==> src/rtl/pot_scan_ctrl.sv <==
// Slide-pot scanner and amplifier power sequencer between the SPI A2D and the EQ engine.
// Latency: a setting is written on the edge after cnv_cmplt; each conversion takes IDLE_CYC+2+A2D cycles.
// Backpressure: freeze holds the FSM in GAP before the next strt_cnv; a conversion in flight always completes.
//
// Optional feature: define POT_SMOOTH_EN to low-pass each channel (pot += (res-pot)>>>2 after the first sample).
//
// Ports:
//   clk, rst             system clock, asynchronous active-high reset
//   freeze               inhibit starting new conversions
//   cnv_cmplt, res       A2D completion pulse and its result
//   strt_cnv, chnnl      A2D start pulse and channel (held from strt_cnv through UPDATE)
//   pot_bus, pot_vld     per-channel settings (channel k at [k*RES_W +: RES_W]) and first-sample flags
//   scan_done            one-cycle pulse when the last channel is updated or skipped
//   tmo_err              sticky conversion-timeout flag
//   amp_on               amplifier enable, set after SETTLE_SCANS clean scans, held until rst
module pot_scan_ctrl #(
    parameter int NUM_CH       = 6,
    parameter int RES_W        = 12,
    parameter int CH_W         = 3,
    parameter int IDLE_CYC     = 16,
    parameter int TMO_CYC      = 4096,
    parameter int SETTLE_SCANS = 4
) (
    input  logic                    clk,
    input  logic                    rst,
    input  logic                    freeze,
    input  logic                    cnv_cmplt,
    input  logic [RES_W-1:0]        res,
    output logic                    strt_cnv,
    output logic [CH_W-1:0]         chnnl,
    output logic [NUM_CH*RES_W-1:0] pot_bus,
    output logic [NUM_CH-1:0]       pot_vld,
    output logic                    scan_done,
    output logic                    tmo_err,
    output logic                    amp_on
);

    localparam int GAP_W = $clog2(IDLE_CYC + 1);
    localparam int TMO_W = $clog2(TMO_CYC + 1);
    localparam int SC_W  = $clog2(SETTLE_SCANS + 1);

    localparam logic [GAP_W-1:0] GAP_LAST = GAP_W'(IDLE_CYC - 1);
    localparam logic [TMO_W-1:0] TMO_LAST = TMO_W'(TMO_CYC - 1);
    localparam logic [CH_W-1:0]  CH_LAST  = CH_W'(NUM_CH - 1);
    localparam logic [SC_W-1:0]  SC_FULL  = SC_W'(SETTLE_SCANS);

    typedef enum logic [1:0] {S_GAP, S_START, S_WAIT, S_UPDATE} state_t;

    state_t            state, nxt_state;
    logic [GAP_W-1:0]  gap_cnt;
    logic [TMO_W-1:0]  tmo_cnt;
    logic [SC_W-1:0]   scan_cnt;
    logic [SC_W-1:0]   scan_cnt_inc;
    logic              scan_err;      // a timeout has hit some channel of the current scan
    logic              gap_end;
    logic              tmo_hit;
    logic              wr_good;
    logic              wr_tmo;
    logic              last_ch;
    logic [NUM_CH-1:0] vld_next;
    logic [RES_W-1:0]  pot_new;

    assign gap_end      = (gap_cnt == GAP_LAST);
    assign tmo_hit      = (tmo_cnt == TMO_LAST);
    // cnv_cmplt beats a timeout expiring in the same cycle
    assign wr_good      = (state == S_WAIT) && cnv_cmplt;
    assign wr_tmo       = (state == S_WAIT) && !cnv_cmplt && tmo_hit;
    assign last_ch      = (chnnl == CH_LAST);
    assign scan_cnt_inc = (scan_cnt == SC_FULL) ? scan_cnt : scan_cnt + 1'b1;

    // pot_vld as it will be after this cycle's write, so amp_on can qualify on the final channel
    always_comb begin
        vld_next = pot_vld;
        for (int k = 0; k < NUM_CH; k++) begin
            if (wr_good && chnnl == CH_W'(k)) begin
                vld_next[k] = 1'b1;
            end
        end
    end

`ifdef POT_SMOOTH_EN
    logic [RES_W-1:0]        cur;
    logic                    cur_vld;
    logic signed [RES_W:0]   diff;
    logic signed [RES_W:0]   step;
    logic signed [RES_W+1:0] sum;

    always_comb begin
        cur     = '0;
        cur_vld = 1'b0;
        for (int k = 0; k < NUM_CH; k++) begin
            if (chnnl == CH_W'(k)) begin
                cur     = pot_bus[k*RES_W +: RES_W];
                cur_vld = pot_vld[k];
            end
        end
        diff = $signed({1'b0, res}) - $signed({1'b0, cur});
        step = diff >>> 2;                                   // floor division by 4
        sum  = $signed({2'b00, cur}) + $signed({step[RES_W], step});
        if (!cur_vld) begin
            pot_new = res;                                   // first sample loads directly
        end else if (sum[RES_W+1]) begin
            pot_new = '0;
        end else if (sum[RES_W]) begin
            pot_new = '1;
        end else begin
            pot_new = sum[RES_W-1:0];
        end
    end
`else
    assign pot_new = res;
`endif

    // state register
    always_ff @(posedge clk or posedge rst) begin
        if (rst) begin
            state <= S_GAP;
        end else begin
            state <= nxt_state;
        end
    end

    // next-state logic
    always_comb begin
        nxt_state = state;
        case (state)
            S_GAP:    if (gap_end && !freeze) nxt_state = S_START;
            S_START:  nxt_state = S_WAIT;
            S_WAIT:   if (cnv_cmplt || tmo_hit) nxt_state = S_UPDATE;
            S_UPDATE: nxt_state = S_GAP;
            default:  nxt_state = S_GAP;
        endcase
    end

    // FSM outputs
    always_comb begin
        strt_cnv  = (state == S_START);
        scan_done = (state == S_UPDATE) && last_ch;
    end

    // sequencing counters and channel pointer
    always_ff @(posedge clk or posedge rst) begin
        if (rst) begin
            gap_cnt <= '0;
            tmo_cnt <= '0;
            chnnl   <= '0;
        end else begin
            case (state)
                S_GAP:    if (!gap_end) gap_cnt <= gap_cnt + 1'b1;
                S_START:  tmo_cnt <= '0;
                S_WAIT:   tmo_cnt <= tmo_cnt + 1'b1;
                S_UPDATE: begin
                    gap_cnt <= '0;
                    chnnl   <= last_ch ? '0 : chnnl + 1'b1;
                end
                default:  gap_cnt <= '0;
            endcase
        end
    end

    // settings store and settle accounting; written on the edge that leaves WAIT
    always_ff @(posedge clk or posedge rst) begin
        if (rst) begin
            pot_bus  <= '0;
            pot_vld  <= '0;
            tmo_err  <= 1'b0;
            scan_err <= 1'b0;
            scan_cnt <= '0;
            amp_on   <= 1'b0;
        end else begin
            if (wr_good) begin
                pot_vld <= vld_next;
                for (int k = 0; k < NUM_CH; k++) begin
                    if (chnnl == CH_W'(k)) begin
                        pot_bus[k*RES_W +: RES_W] <= pot_new;
                    end
                end
            end
            if (wr_tmo) begin
                tmo_err  <= 1'b1;
                scan_err <= 1'b1;
                scan_cnt <= '0;
            end
            // end of scan: the next scan starts clean, even if this channel just timed out
            if ((wr_good || wr_tmo) && last_ch) begin
                scan_err <= 1'b0;
                if (!scan_err && !wr_tmo) begin
                    scan_cnt <= scan_cnt_inc;
                    if (scan_cnt_inc == SC_FULL && (&vld_next)) begin
                        amp_on <= 1'b1;
                    end
                end
            end
        end
    end

endmodule

==> config.mk <==
export PLATFORM = sky130hd
export DESIGN_NAME = pot_scan_ctrl
export DESIGN_NICKNAME = d
export VERILOG_FILES = /design/src/rtl/pot_scan_ctrl.sv
export SDC_FILE = /design/constraint.sdc
export NUM_CORES = 1
export LEC_CHECK = 0
export CAP_MARGIN = 0
export CORE_MARGIN = 2
export CORE_UTILIZATION = 28
export CTS_BUF_LIST = sky130_fd_sc_hd__clkbuf_16
export DETAILED_ROUTE_END_ITERATION = 6
export PLACE_DENSITY = 0.49
export SLEW_MARGIN = 10
export SYNTH_ARGS = -nofsm -noshare
export SYNTH_HDL_FRONTEND = slang
export SYNTH_SLANG_ARGS = --single-unit
==> constraint.sdc <==
create_clock -name clk -period 5 [get_ports clk]
set_input_delay 1 -clock clk [delete_from_list [all_inputs] [get_ports clk]]
set_output_delay 1 -clock clk [all_outputs]
set_load 0.05 [all_outputs]
==> results by group <==
Critical path
  • Nature of the critical path endpoint: primary output
  • Crit Path Category: flip-flop to primary output
  • Worst-path maximum fanout: 8
  • Startpoint class of the critical path: flip-flop
  • Worst Path Arrival: 2270 ps
  • WP data required: 4000 ps

Routing
  • DRT Pass-1 Iters: 4
  • DRC Markers: 0
  • Initial DRC count: 123
  • DR WL/cell: 16.69 um
  • Antenna viol nets, final: 0
  • Final WL: 11.15 mm
  • Via Count: 3014
  • Via/cell ratio: 4.512

Floorplanning
  • I/O pins: 101
  • Die W: 131.2 um
  • Num rows: 46
  • Core ar.: 0.01583 mm^2
  • Die Height: 131.2 um
  • Die area: 0.01722 mm^2
  • Effective utilization at floorplan: 28.64%

Layout
  • FF+latch area: 0.002678 mm^2
  • N_diodes: 0
  • Share of cells above drive strength 1: between 20% and 30%
  • Fin nets: 474
  • Area occupied by multi-input gates: 0.001758 mm^2
  • Synthesis-to-finish area growth: 34.03%
  • Filler cells: 1530
  • Final instance area: 0.006076 mm^2
  • Post-route insts no fill: 668

Clocking
  • CTS tree: built
  • TritonCTS Buffers: 9
  • Cts hold-fix bufs: 0
  • Clock Latency Late Sink: 350 ps
  • Clock root cell: clkbuf_16
  • H-tree Lvls: 3
  • CTS Buffer Depth: 2
  • Post-CTS Setup Bufs: 0
  • Post-CTS resize count: 0
  • Worst-path clk slew: 70 ps
  • Clock sink count: 107

GRT
  • First-pass GRT wire length: 18.07 mm
  • Number of global-route vias before repair: 3123
  • Total GRT Usage: 13.53%
  • Largest net degree at the start of global routing: 44
  • GRT overflow: 0
  • Initial antenna violation count: 0

STA
  • Final worst path period share: 65.36%
  • Max Freq: between 0.3 and 0.4 GHz
  • Final hold viol count: 0
  • RSZ-0062 raised after global routing: false
  • Final TNS setup: 0 ps
  • Clock skew: 8.844 ps
  • Slew @ Worst Pin: 930.5 ps
  • Post-layout minimum cycle time: 3268 ps
  • Pins Over Slew Limit: 0
  • Rel. slew slack: between 30% and 40%
  • Setup violators final: 0

Hold path
  • HP Class: flip-flop to flip-flop

Placement
  • Routability cong.: between 0.7 and 0.8
  • # port buffers: 100
  • Placed cell areas: 0.005788 mm^2
  • Placed Instances: 652
  • Post-DP HPWL: 7.761 mm

Pwr
  • Power per cell area: about 730 mW/mm^2
  • Peak supply drop: 0.0003803 V
  • Total Power: 0.004426 W
  • Static leakage: 2.658 nW

Synth
  • Syn Area/Cell: 13.18 um^2
  • Mapped Cells: 344
  • Mapped Nets: 371
  • Yosys reg bits: approximately 110
  • Async SR Flop Fraction: between 90% and 100%
  • Post-synthesis sequential area ratio: 59.07%
  • Post-synth top flop: dfrtp_1
  • Post-synth EDFFs: 0
  • Syn Std Cell Area: 0.004533 mm^2
  • Synth cell types: 41
  • YS warnings: 0

Status
  • Run status: complete, no violations

Run
  • Max cap viols: 0
## layout make-up
class / instances / share of cell area, %
sequential: 107 / 44.07
multi-input combinational: 212 / 28.93
timing repair buffer: 104 / 16.97
tap: 216 / 4.448
clock buffer: 9 / 3.707
clock inverter: 7 / 1.030
inverter: 13 / 0.8443
## logic make-up after synthesis
kind of cell | count (synthesis) | share of synthesized area (%)
AO/OA/AOI/OAI | 29 | 4.113
XOR/XNOR | 6 | 1.159
adder cells (fa/ha/maj) | 11 | 3.036
buffers and inverters | 25 | 2.401
flip-flops | 107 | 59.07
multiplexers | 79 | 19.49
AND/OR/NAND/NOR | 87 | 10.74
## flip-flops by register name, indices dropped and copies added (netlist names), 2 cells and up
register	cells
pot_bus	72
tmo_cnt	13
pot_vld	6
gap_cnt	5
chnnl	3
scan_cnt	3
state	2
## synthesized netlist by cell type, types with 2 or more instances
| cell type | number | area share, % |
|---|---|---|
| mux2i_1 | 5 | 1.1 |
| dfrtp_1 | 107 | 59 |
| clkbuf_1 | 4 | 0.33 |
| o22ai_1 | 4 | 0.55 |
| o21ai_0 | 12 | 1.3 |
| nand4_1 | 5 | 0.69 |
| xor2_1 | 5 | 0.97 |
| nand2b_1 | 3 | 0.41 |
| and4_1 | 2 | 0.39 |
| nor2b_1 | 3 | 0.41 |
| nor4_1 | 2 | 0.28 |
| and3_1 | 4 | 0.55 |
| inv_1 | 13 | 1.1 |
| mux2_2 | 74 | 18 |
| or2_2 | 5 | 0.69 |
| a21oi_1 | 3 | 0.33 |
| nor3_1 | 6 | 0.66 |
| a21o_1 | 3 | 0.50 |
| nand2_1 | 21 | 1.7 |
| nand3_1 | 9 | 0.99 |
| nor2_1 | 15 | 1.2 |
| ha_1 | 11 | 3.0 |
| buf_4 | 2 | 0.33 |
| nor3_2 | 2 | 0.44 |
| buf_2 | 6 | 0.66 |
| a32o_1 | 3 | 0.66 |
## through the flow
| stage | utilization (%) | worst slack, ps | hold slack [ps] |
|---|---|---|---|
| floorplan | - | 1183 | 490.4 |
| global placement | 36.57 | 1860 | 467.5 |
| detailed placement | 36.57 | 1804 | 468.7 |
| CTS | 38.39 | 1706 | 484.7 |
| global route | 38.39 | 1562 | 516.0 |
| finish | 38.39 | 1732 | 476.5 |
## path summary, 6_finish.rpt
kind,cells past startpoint,startpoint,end,slack [ps]
max,4,state[1],scan_done,1730
min,1,pot_vld[5],pot_vld[5],480
max reg2reg,5,state[0],pot_bus[68],2390
min reg2reg,1,pot_vld[5],pot_vld[5],480
max in group asynchronous,3,rst,pot_bus[63],3020
min in group asynchronous,2,rst,pot_bus[9],1060
## power by group
part	switching, W	internal [W]
combinational	0.00152	0.000825
clock	0.000336	0.000348
sequential	0.000219	0.00118
total	0.00208	0.00235
## cell usage in the layout (no fill, tap or decap), types with 4 or more instances in the layout
cell             synthesis  routed
o22ai_1                  4       4
clkbuf_16                0       9
nor3_1                   6       6
buf_4                    2       4
nand3_1                  9       9
o21ai_0                 12      12
mux2i_1                  5       5
ha_1                    11      11
mux2_2                  74      74
nor2_1                  15      14
dfrtp_1                107     107
nand2_1                 21      21
or2_2                    5       5
nand4_1                  5       5
and3_1                   4       4
inv_1                   13      12
clkdlybuf4s50_1          0     100
xor2_1                   5       5
## layer usage
metal	vias to the layer above	global-route usage, %	wire length [um]
li1	1426	-	-
met1	1494	17.44	5135
met2	85	20.12	4868
met3	9	7.176	1040
met4	0	3.080	106
met5	-	0	0
## critical path, cell delays in order, from the launching register on
cell and delay [ps]:
dfrtp_1 390, ha_1 350, inv_1 130, nor3_1 210, clkdlybuf4s50_1 830
Note: power is estimated with default switching activity, not from simulation.
